$ cat src/rtl/muldiv_if.sv
// Issue/result bundle between the decode stage and the HI/LO multiply/divide unit.
interface muldiv_if;
  logic        start;
  logic [2:0]  op;
  logic [31:0] x;
  logic [31:0] y;
  logic        busy;
  logic        done;
  logic        div_zero;
  logic [31:0] hi;
  logic [31:0] lo;

  modport master (output start, op, x, y, input busy, done, div_zero, hi, lo);
  modport slave  (input start, op, x, y, output busy, done, div_zero, hi, lo);
endinterface

$ cat src/rtl/muldiv_unit.sv
// Iterative 32-bit multiply/divide unit owning HI/LO: shift-add multiply, restoring divide,
// one result bit per clock. Define MULDIV_SIGNED_EN to make ops 1/3 signed (else unsigned).
module muldiv_unit (
  input  logic    clk,
  input  logic    rst,
  muldiv_if.slave bus
);
  typedef enum logic [1:0] {IDLE, RUN, FIN} state_t;

  state_t      r_state, w_next;
  logic [5:0]  r_cnt;
  logic [63:0] r_acc;
  logic [31:0] r_b, r_hi, r_lo;
  logic        r_is_div, r_done, r_dz;

  logic        w_go, w_arith, w_dz_start;
  logic [31:0] w_xmag, w_ymag;
  logic [32:0] w_madd, w_rsh, w_rsub;
  logic [63:0] w_mres;
  logic [31:0] w_q, w_r;

  assign w_go       = bus.start && (r_state == IDLE);
  assign w_arith    = w_go && !bus.op[2];
  assign w_dz_start = w_arith && bus.op[1] && (bus.y == 32'd0);

`ifdef MULDIV_SIGNED_EN
  logic r_neg_q, r_neg_r;
  logic w_xneg, w_yneg;
  assign w_xneg = bus.op[0] && bus.x[31];
  assign w_yneg = bus.op[0] && bus.y[31];
  assign w_xmag = w_xneg ? (~bus.x + 32'd1) : bus.x;
  assign w_ymag = w_yneg ? (~bus.y + 32'd1) : bus.y;
  assign w_mres = r_neg_q ? (~r_acc + 64'd1) : r_acc;
  assign w_q    = r_neg_q ? (~r_acc[31:0] + 32'd1) : r_acc[31:0];
  assign w_r    = r_neg_r ? (~r_acc[63:32] + 32'd1) : r_acc[63:32];
`else
  assign w_xmag = bus.x;
  assign w_ymag = bus.y;
  assign w_mres = r_acc;
  assign w_q    = r_acc[31:0];
  assign w_r    = r_acc[63:32];
`endif

  // Multiply: acc = {partial product high, multiplier shifting out}; r_b holds multiplicand.
  // Divide:   acc = {remainder, quotient/dividend}; r_b holds divisor.
  assign w_madd = {1'b0, r_acc[63:32]} + (r_acc[0] ? {1'b0, r_b} : 33'd0);
  assign w_rsh  = {r_acc[63:32], r_acc[31]};
  assign w_rsub = w_rsh - {1'b0, r_b};

  always_ff @(posedge clk or posedge rst) begin
    if (rst) r_state <= IDLE;
    else     r_state <= w_next;
  end

  always_comb begin
    w_next = r_state;
    case (r_state)
      IDLE:    if (w_arith) w_next = w_dz_start ? FIN : RUN;
      RUN:     if (r_cnt == 6'd1) w_next = FIN;
      FIN:     w_next = IDLE;
      default: w_next = IDLE;
    endcase
  end

  always_ff @(posedge clk or posedge rst) begin
    if (rst) begin
      r_cnt    <= 6'd0;
      r_acc    <= 64'd0;
      r_b      <= 32'd0;
      r_hi     <= 32'd0;
      r_lo     <= 32'd0;
      r_is_div <= 1'b0;
      r_done   <= 1'b0;
      r_dz     <= 1'b0;
`ifdef MULDIV_SIGNED_EN
      r_neg_q  <= 1'b0;
      r_neg_r  <= 1'b0;
`endif
    end else begin
      r_done <= (r_state == FIN);
      if (w_go && bus.op == 3'd4) r_hi <= bus.x;
      if (w_go && bus.op == 3'd5) r_lo <= bus.x;
      if (w_arith) begin
        r_dz <= w_dz_start;
        if (!w_dz_start) begin
          r_is_div <= bus.op[1];
          r_cnt    <= 6'd32;
          r_acc    <= {32'd0, (bus.op[1] ? w_xmag : w_ymag)};
          r_b      <= bus.op[1] ? w_ymag : w_xmag;
`ifdef MULDIV_SIGNED_EN
          r_neg_q  <= w_xneg ^ w_yneg;
          r_neg_r  <= w_xneg;
`endif
        end
      end
      if (r_state == RUN) begin
        r_cnt <= r_cnt - 6'd1;
        if (!r_is_div)
          r_acc <= {w_madd, r_acc[31:1]};
        else if (!w_rsub[32])
          r_acc <= {w_rsub[31:0], r_acc[30:0], 1'b1};
        else
          r_acc <= {w_rsh[31:0], r_acc[30:0], 1'b0};
      end
      // Divide-by-zero reaches FIN with hi/lo untouched.
      if (r_state == FIN && !r_dz) begin
        if (r_is_div) begin
          r_hi <= w_r;
          r_lo <= w_q;
        end else begin
          r_hi <= w_mres[63:32];
          r_lo <= w_mres[31:0];
        end
      end
    end
  end

  assign bus.busy     = (r_state != IDLE);
  assign bus.done     = r_done;
  assign bus.div_zero = r_dz;
  assign bus.hi       = r_hi;
  assign bus.lo       = r_lo;
endmodule

$ cat src/flat_wrapper.sv
// flat-port wrapper written by rule: the top's interface ports become plain ports
module muldiv_unit_flat 
  (clk, rst, bus_start, bus_op, bus_x, bus_y, bus_busy, bus_done, bus_div_zero, bus_hi, bus_lo);
  muldiv_if bus_i ();
  input  logic clk;
  input  logic rst;
  input wire logic [$bits(bus_i.start)-1:0] bus_start;
  input wire logic [$bits(bus_i.op)-1:0] bus_op;
  input wire logic [$bits(bus_i.x)-1:0] bus_x;
  input wire logic [$bits(bus_i.y)-1:0] bus_y;
  output wire logic [$bits(bus_i.busy)-1:0] bus_busy;
  output wire logic [$bits(bus_i.done)-1:0] bus_done;
  output wire logic [$bits(bus_i.div_zero)-1:0] bus_div_zero;
  output wire logic [$bits(bus_i.hi)-1:0] bus_hi;
  output wire logic [$bits(bus_i.lo)-1:0] bus_lo;
  assign bus_i.start = bus_start;
  assign bus_i.op = bus_op;
  assign bus_i.x = bus_x;
  assign bus_i.y = bus_y;
  assign bus_busy = bus_i.busy;
  assign bus_done = bus_i.done;
  assign bus_div_zero = bus_i.div_zero;
  assign bus_hi = bus_i.hi;
  assign bus_lo = bus_i.lo;
  muldiv_unit u_core (.clk(clk), .rst(rst), .bus(bus_i));
endmodule
$ cat config.mk
export PLATFORM = sky130hd
export DESIGN_NAME = muldiv_unit_flat
export DESIGN_NICKNAME = d
export VERILOG_FILES = /design/src/rtl/muldiv_if.sv /design/src/rtl/muldiv_unit.sv /design/src/flat_wrapper.sv
export SDC_FILE = /design/constraint.sdc
export NUM_CORES = 1
export LEC_CHECK = 0
export BUFFER_PORTS_ARGS = -buffer_cell sky130_fd_sc_hd__buf_4
export CORE_ASPECT_RATIO = 0.75
export CORE_MARGIN = 8
export CORE_UTILIZATION = 50
export DETAILED_ROUTE_END_ITERATION = 8
export PLACE_DENSITY_LB_ADDON = 0.12
export SLEW_MARGIN = 20
export SYNTH_ARGS = -nofsm -noshare
export SYNTH_HDL_FRONTEND = slang
export SYNTH_SLANG_ARGS = --single-unit
$ cat constraint.sdc
create_clock -name clk -period 6.51 [get_ports clk]
set_input_delay 0.651 -clock clk [delete_from_list [all_inputs] [get_ports clk]]
set_output_delay 0.651 -clock clk [all_outputs]
set_load 0.01 [all_outputs]
---- Word level (Yosys, flattened, before mapping) ----
Cells that the tools add are included.
word-level totals
  ROM bits ................................ 0
  word-level logic and storage cells ...... 58
  output and inout bits ................... 67
  register bits ........................... 171
  memory bits (writable) .................. 0
  latch bits .............................. 0
  input bits .............................. 70
  memories kept ........................... 0
cells by class
  eq/ne operators ......................... 8
  $add $sub $neg .......................... 3
  shift operators ......................... 0
  multiplexer cells ....................... 19
  divide/modulo/power cells ............... 0
  bitwise logic cells ..................... 1
  magnitude comparators ................... 0
  reductions and logical operators ........ 18
  $mul .................................... 0
operators by type and width
  operator                                               count
  2-to-1 mux 64 bit                                      5
  2-to-1 mux 32 bit                                      7
  adder 32 x 33 -> 33 bit                                1
  subtractor 33 x 32 -> 33 bit                           1
  logical NOT 32 bit                                     1
  2-to-1 mux 6 bit                                       3
  nonzero test 2 bit                                     4
  logical AND 1 bit                                      7
  == test 3 bit, second input constant                   2
  == test 6 x 1 -> 1 bit, second input constant          1
  2-to-1 mux 2 bit                                       3
  AND reduction 2 bit                                    3
  subtractor 6 x 1 -> 6 bit, second input constant       1
  inequality test 2 x 1 -> 1 bit, second input constant  2
  case mux 2 bit (2 select lines)                        1
  == test 2 x 1 -> 1 bit, second input constant          1
  == test 2 bit, second input constant                   1
  logical NOT 1 bit                                      2
  logical NOT 2 bit                                      1
  inequality test 2 bit, second input constant           1
  NOT 1 bit                                              1

---- Depth between registers and ports, before layout ----
  word-level depth ........................ 8
  depth in mapped cells ................... 14
  gate-level depth less buffers ........... 14

---- Least setup slack after synthesis ----
No wires, ideal clock.
  path kind ............................... reg2reg
  start ................................... reg u_core.r_acc[31]
  end ..................................... reg u_core.r_acc[39]
  clock period less this slack ............ 3.150 ns
  setup slack ............................. 3.360 ns
  required time ........................... 6.389 ns
  data arrival time ....................... 3.029 ns
  stages on the path, launching flop included .. 15
  path buffers ............................ 1
  library setup time ...................... 0.121 ns
  cell sequence ........................... dfrtp_1 -> inv_1 -> ha_1 -> fa_1 -> nand2b_1 -> a21oi_2 -> a2111oi_2 -> nor3_2 -> o31ai_2 -> o41ai_4 -> xor2_2 -> buf_4 -> mux2i_1 -> mux2i_1 -> a22o_1
between the ends
  cells in the longest elaborated chain, start to end .. 4
RTL lines
  item                          RTL line            RTL
  start: declaration            muldiv_unit.sv:12   logic [63:0] r_acc;
  start signal: assignment      muldiv_unit.sv:88   r_acc <= {32'd0, (bus.op[1] ? w_xmag : w_ymag)};
  start signal: assignment      muldiv_unit.sv:99   r_acc <= {w_madd, r_acc[31:1]};
  start signal: assignment      muldiv_unit.sv:101  r_acc <= {w_rsub[31:0], r_acc[30:0], 1'b1};
  subtractor 33 x 32 -> 33 bit  muldiv_unit.sv:48   assign w_rsub = w_rsh - {1'b0, r_b};
  2-to-1 mux 64 bit             muldiv_unit.sv:100  else if (!w_rsub[32])
  2-to-1 mux 64 bit             muldiv_unit.sv:98   if (!r_is_div)
  2-to-1 mux 64 bit             muldiv_unit.sv:96   if (r_state == RUN) begin
No other way between the ends.
A chain may end at the register's enable or synchronous reset.

---- Final worst setup path ----
  start ................................... reg u_core.r_acc[0]
  end ..................................... reg u_core.r_acc[63]
between the ends
  cells in the longest elaborated chain, start to end .. 4
RTL lines
  item                     RTL line           RTL
  2-to-1 mux 32 bit        muldiv_unit.sv:46  assign w_madd = {1'b0, r_acc[63:32]} + (r_acc[0] ? {1'b0, r_b} : 33'd0);
  adder 32 x 33 -> 33 bit  muldiv_unit.sv:46
  2-to-1 mux 64 bit        muldiv_unit.sv:98
  2-to-1 mux 64 bit        muldiv_unit.sv:96
No other way between the ends.

==> flow_summary_export.csv <==
group,metric,value,unit
clocking,htree_num_levels,4,
placed_design,hpwl,26700,um
timing,hold_violations,0,
placed_design,dp_slack,2.51,ns
worst_setup_path,r2r_start,"u_core.r_acc[0]",
cells_and_area,layout_commonest_cell,"mux2i_1",
die,die_height,151,um
clocking,cts_buffer_depth,2,
clocking,cts_root_buf,"clkbuf_16",
die,die_w,196,um
placed_design,dp_cells,1747,
timing,fmax,244,MHz
clocking,post_cts_buffers,0,
worst_setup_path,ff2ff_path_depth,14,
power,power_density,601,mW/mm^2
worst_setup_path,crit_arrival,4.43,ns
synthesis,syn-num-nets,1507,
synthesis,syn_avg_cell_area,8.85,um^2
synthesis,yosysWarnings,0,
drt,viasPerCell,5.97,
cells_and_area,diodes,0,
drt,drtIter0Drc,762,
drt,drt-total-wl,36300,um
global_route,overflow,0,
timing,rsz0062_at_grt,"no",
timing,slew_viol_final,0,
global_route,antenna_found_initial,0,
timing,tns,0,ns
timing,max_slew.worst_pin.slew,1.08,ns
worst_setup_path,crit_required,6.83,ns
power,ir_drop,0.311,mV
die,die_area,0.0295,mm^2
clocking,clock-sinks,171,
timing,layout_setup_ws,2.41,ns
drt,ant_nets,0,
drt,drc_errors,0,
timing,finClkSkew,0.00997,ns
global_route,grt_pass1_vias,10500,
global_route,grt_pass1_wl,58100,um
run,cap_violations,0,
die,start_util,50.7,%
cells_and_area,mostFrequentLayoutCells,"183 x mux2i_1, 170 x dfrtp_1, 149 x buf_4",
worst_setup_path,r2r_slack,2.41,ns
synthesis,async_reset_ff_share,100,%
timing,finalCritPeriodShare,63.0,%
hold_path,hp-class,"in2async",
drt,wire_per_inst,20.4,um
die,row_count,49,
global_route,grt_usage,24.6,%
timing,slew_headroom,27.9,%
clocking,clock_insertion_delay_worst_skew,0.43,ns
power,leakage,6.44,nW
global_route,grt_max_degree,99,
worst_setup_path,worstPathMaxFanout,23,
timing,period_needed,4.10,ns
cells_and_area,syn_to_final_growth,15.0,%
worst_setup_path,end_kind,"register",
cells_and_area,fin_cells,1777,
synthesis,synth_edf_count,0,
synthesis,synth-seq-cells,171,
die,pin_count,137,
drt,drt_first_pass_iters,5,
synthesis,ys_types,65,
clocking,cts_tree,"done",
outcome,status,"completed",
cells_and_area,final_cell_area,0.0139,mm^2
worst_setup_path,path_class,"reg2reg",
drt,num_vias,10600,
cells_and_area,drive_above_1_share,13.3,%
placed_design,place_area,0.0134,mm^2
cells_and_area,finalNetCount,1598,
worst_setup_path,critPathLaunchType,"register",
synthesis,syn_inst,1369,
clocking,cts_buffers,17,
placed_design,portBuffers,136,
synthesis,yosysSeqAreaShare,35.3,%
clocking,cts.repair.resized,0,
synthesis,netlist_area,0.0121,mm^2
die,coreArea,0.0239,mm^2
worst_setup_path,r2r_end,"u_core.r_acc[63]",
synthesis,synth_ff_type,"dfrtp_1",
cells_and_area,utilization,58.3,%
cells_and_area,fillers,2169,
timing,setup-violations-final,0,
clocking,cts_hold_buffers,0,
placed_design,globalplace.congestion,0.895,
clocking,clkSlewWorstSetupHoldPaths,0.07,ns
[Yosys cell counts (all sizes together) (3+ instances only)]
cell / instances / area (um^2)
o21bai: 8 / 60.1
a22o: 4 / 35.0
xnor2: 34 / 298
o21ai: 162 / 811
nand3: 20 / 100
o211ai: 10 / 75.1
nor2: 71 / 267
o31ai: 4 / 35.0
o21a: 10 / 75.1
inv: 57 / 214
clkbuf: 61 / 229
xor2: 19 / 174
ha: 66 / 826
a221o: 3 / 30.0
nand2: 148 / 556
and2: 33 / 206
a21o: 30 / 225
a211oi: 43 / 323
and3: 9 / 56.3
dfrtp: 171 / 4280
mux2i: 183 / 1830
nor3: 11 / 60.1
a31oi: 11 / 68.8
a21oi: 89 / 449
a22oi: 15 / 113
buf: 16 / 68.8
nor2b: 8 / 50.1
nor3b: 4 / 30.0
nor4: 7 / 43.8
a211o: 4 / 35.0
nand2b: 15 / 93.8
nand4: 8 / 50.1
[per-layer routing]
metal / up-vias / part of all wire (%) / global-route usage, %
met1: 5125 / 46 / 33.3
li1: 5124 / - / -
met3: 38 / 6.1 / 4.86
met4: 0 / 1.5 / 5.94
met2: 317 / 47 / 40.1
met5: - / 0 / 0
[metrics by stage]
| stage | hold slack [ns] | power [mW] |
|---|---|---|
| finish | 0.348 | 8.38 |
| detailed placement | 0.508 | 7.31 |
| global route | 0.404 | 9.07 |
| floorplan | 0.449 | 5.84 |
| global placement | 0.486 | 7.25 |
| CTS | 0.378 | 8.34 |
[logic make-up after synthesis]
group	synth area share, %
AOI/OAI and AO/OA	21.1
and+or+nand+nor	13.0
muxes	15.3
DFF	35.3
buffers and inverters	4.22
adders and majority gates	7.15
xor gates and xnor gates	3.89
[where the power goes]
| part | switching (mW) | internal, mW |
|---|---|---|
| registers | 0.587 | 1.58 |
| logic | 2.89 | 2.31 |
| clock network | 0.437 | 0.568 |
| total | 3.91 | 4.46 |
[flip-flops by register name, summed over array words and instances (netlist names)]
register / count
u_core.bus.lo: 32
u_core.r_state: 2
u_core.r_cnt: 6
u_core.bus.div_zero: 1
u_core.r_acc: 64
u_core.r_is_div: 1
u_core.bus.done: 1
u_core.r_b: 32
u_core.bus.hi: 32
[worst max-delay path by stage]
stage | cells after the start | startpoint | end | slack [ns]
after global routing | 14 | u_core.r_acc[0] | u_core.r_acc[63] | 1.99
after global placement | 12 | u_core.r_acc[0] | u_core.r_acc[60] | 2.63
after detailed placement | 14 | u_core.r_acc[0] | u_core.r_acc[63] | 2.51
after floorplan | 1 | rst | u_core.bus.div_zero | 1.23
after CTS | 14 | u_core.r_acc[0] | u_core.r_acc[63] | 2.48
final | 14 | u_core.r_acc[0] | u_core.r_acc[63] | 2.41
[area by class of cell]
class,count,area [um^2],area share [%]
Clock buffer,21,450,3.23
Clock inverter,9,100,0.718
Inverter,57,219,1.57
Multi-Input combinational cell,1064,7380,53.0
Sequential cell,171,4280,30.7
Tap cell,306,383,2.75
Timing Repair Buffer,149,1120,8.03
[worst max-delay path, stage by stage (launching register included)]
cell and delay (ns):
dfrtp_1 0.62, and2_1 0.29, ha_1 0.20, inv_1 0.09, fa_1 0.21, nor2b_1 0.06
o31a_1 0.30, o211ai_1 0.29, nand4_1 0.23, a221oi_1 0.50, nor2_1 0.10, o31ai_1 0.58
o21ai_0 0.26, a31oi_1 0.21, a21oi_1 0.05
Power figures use the tool's default switching activity.
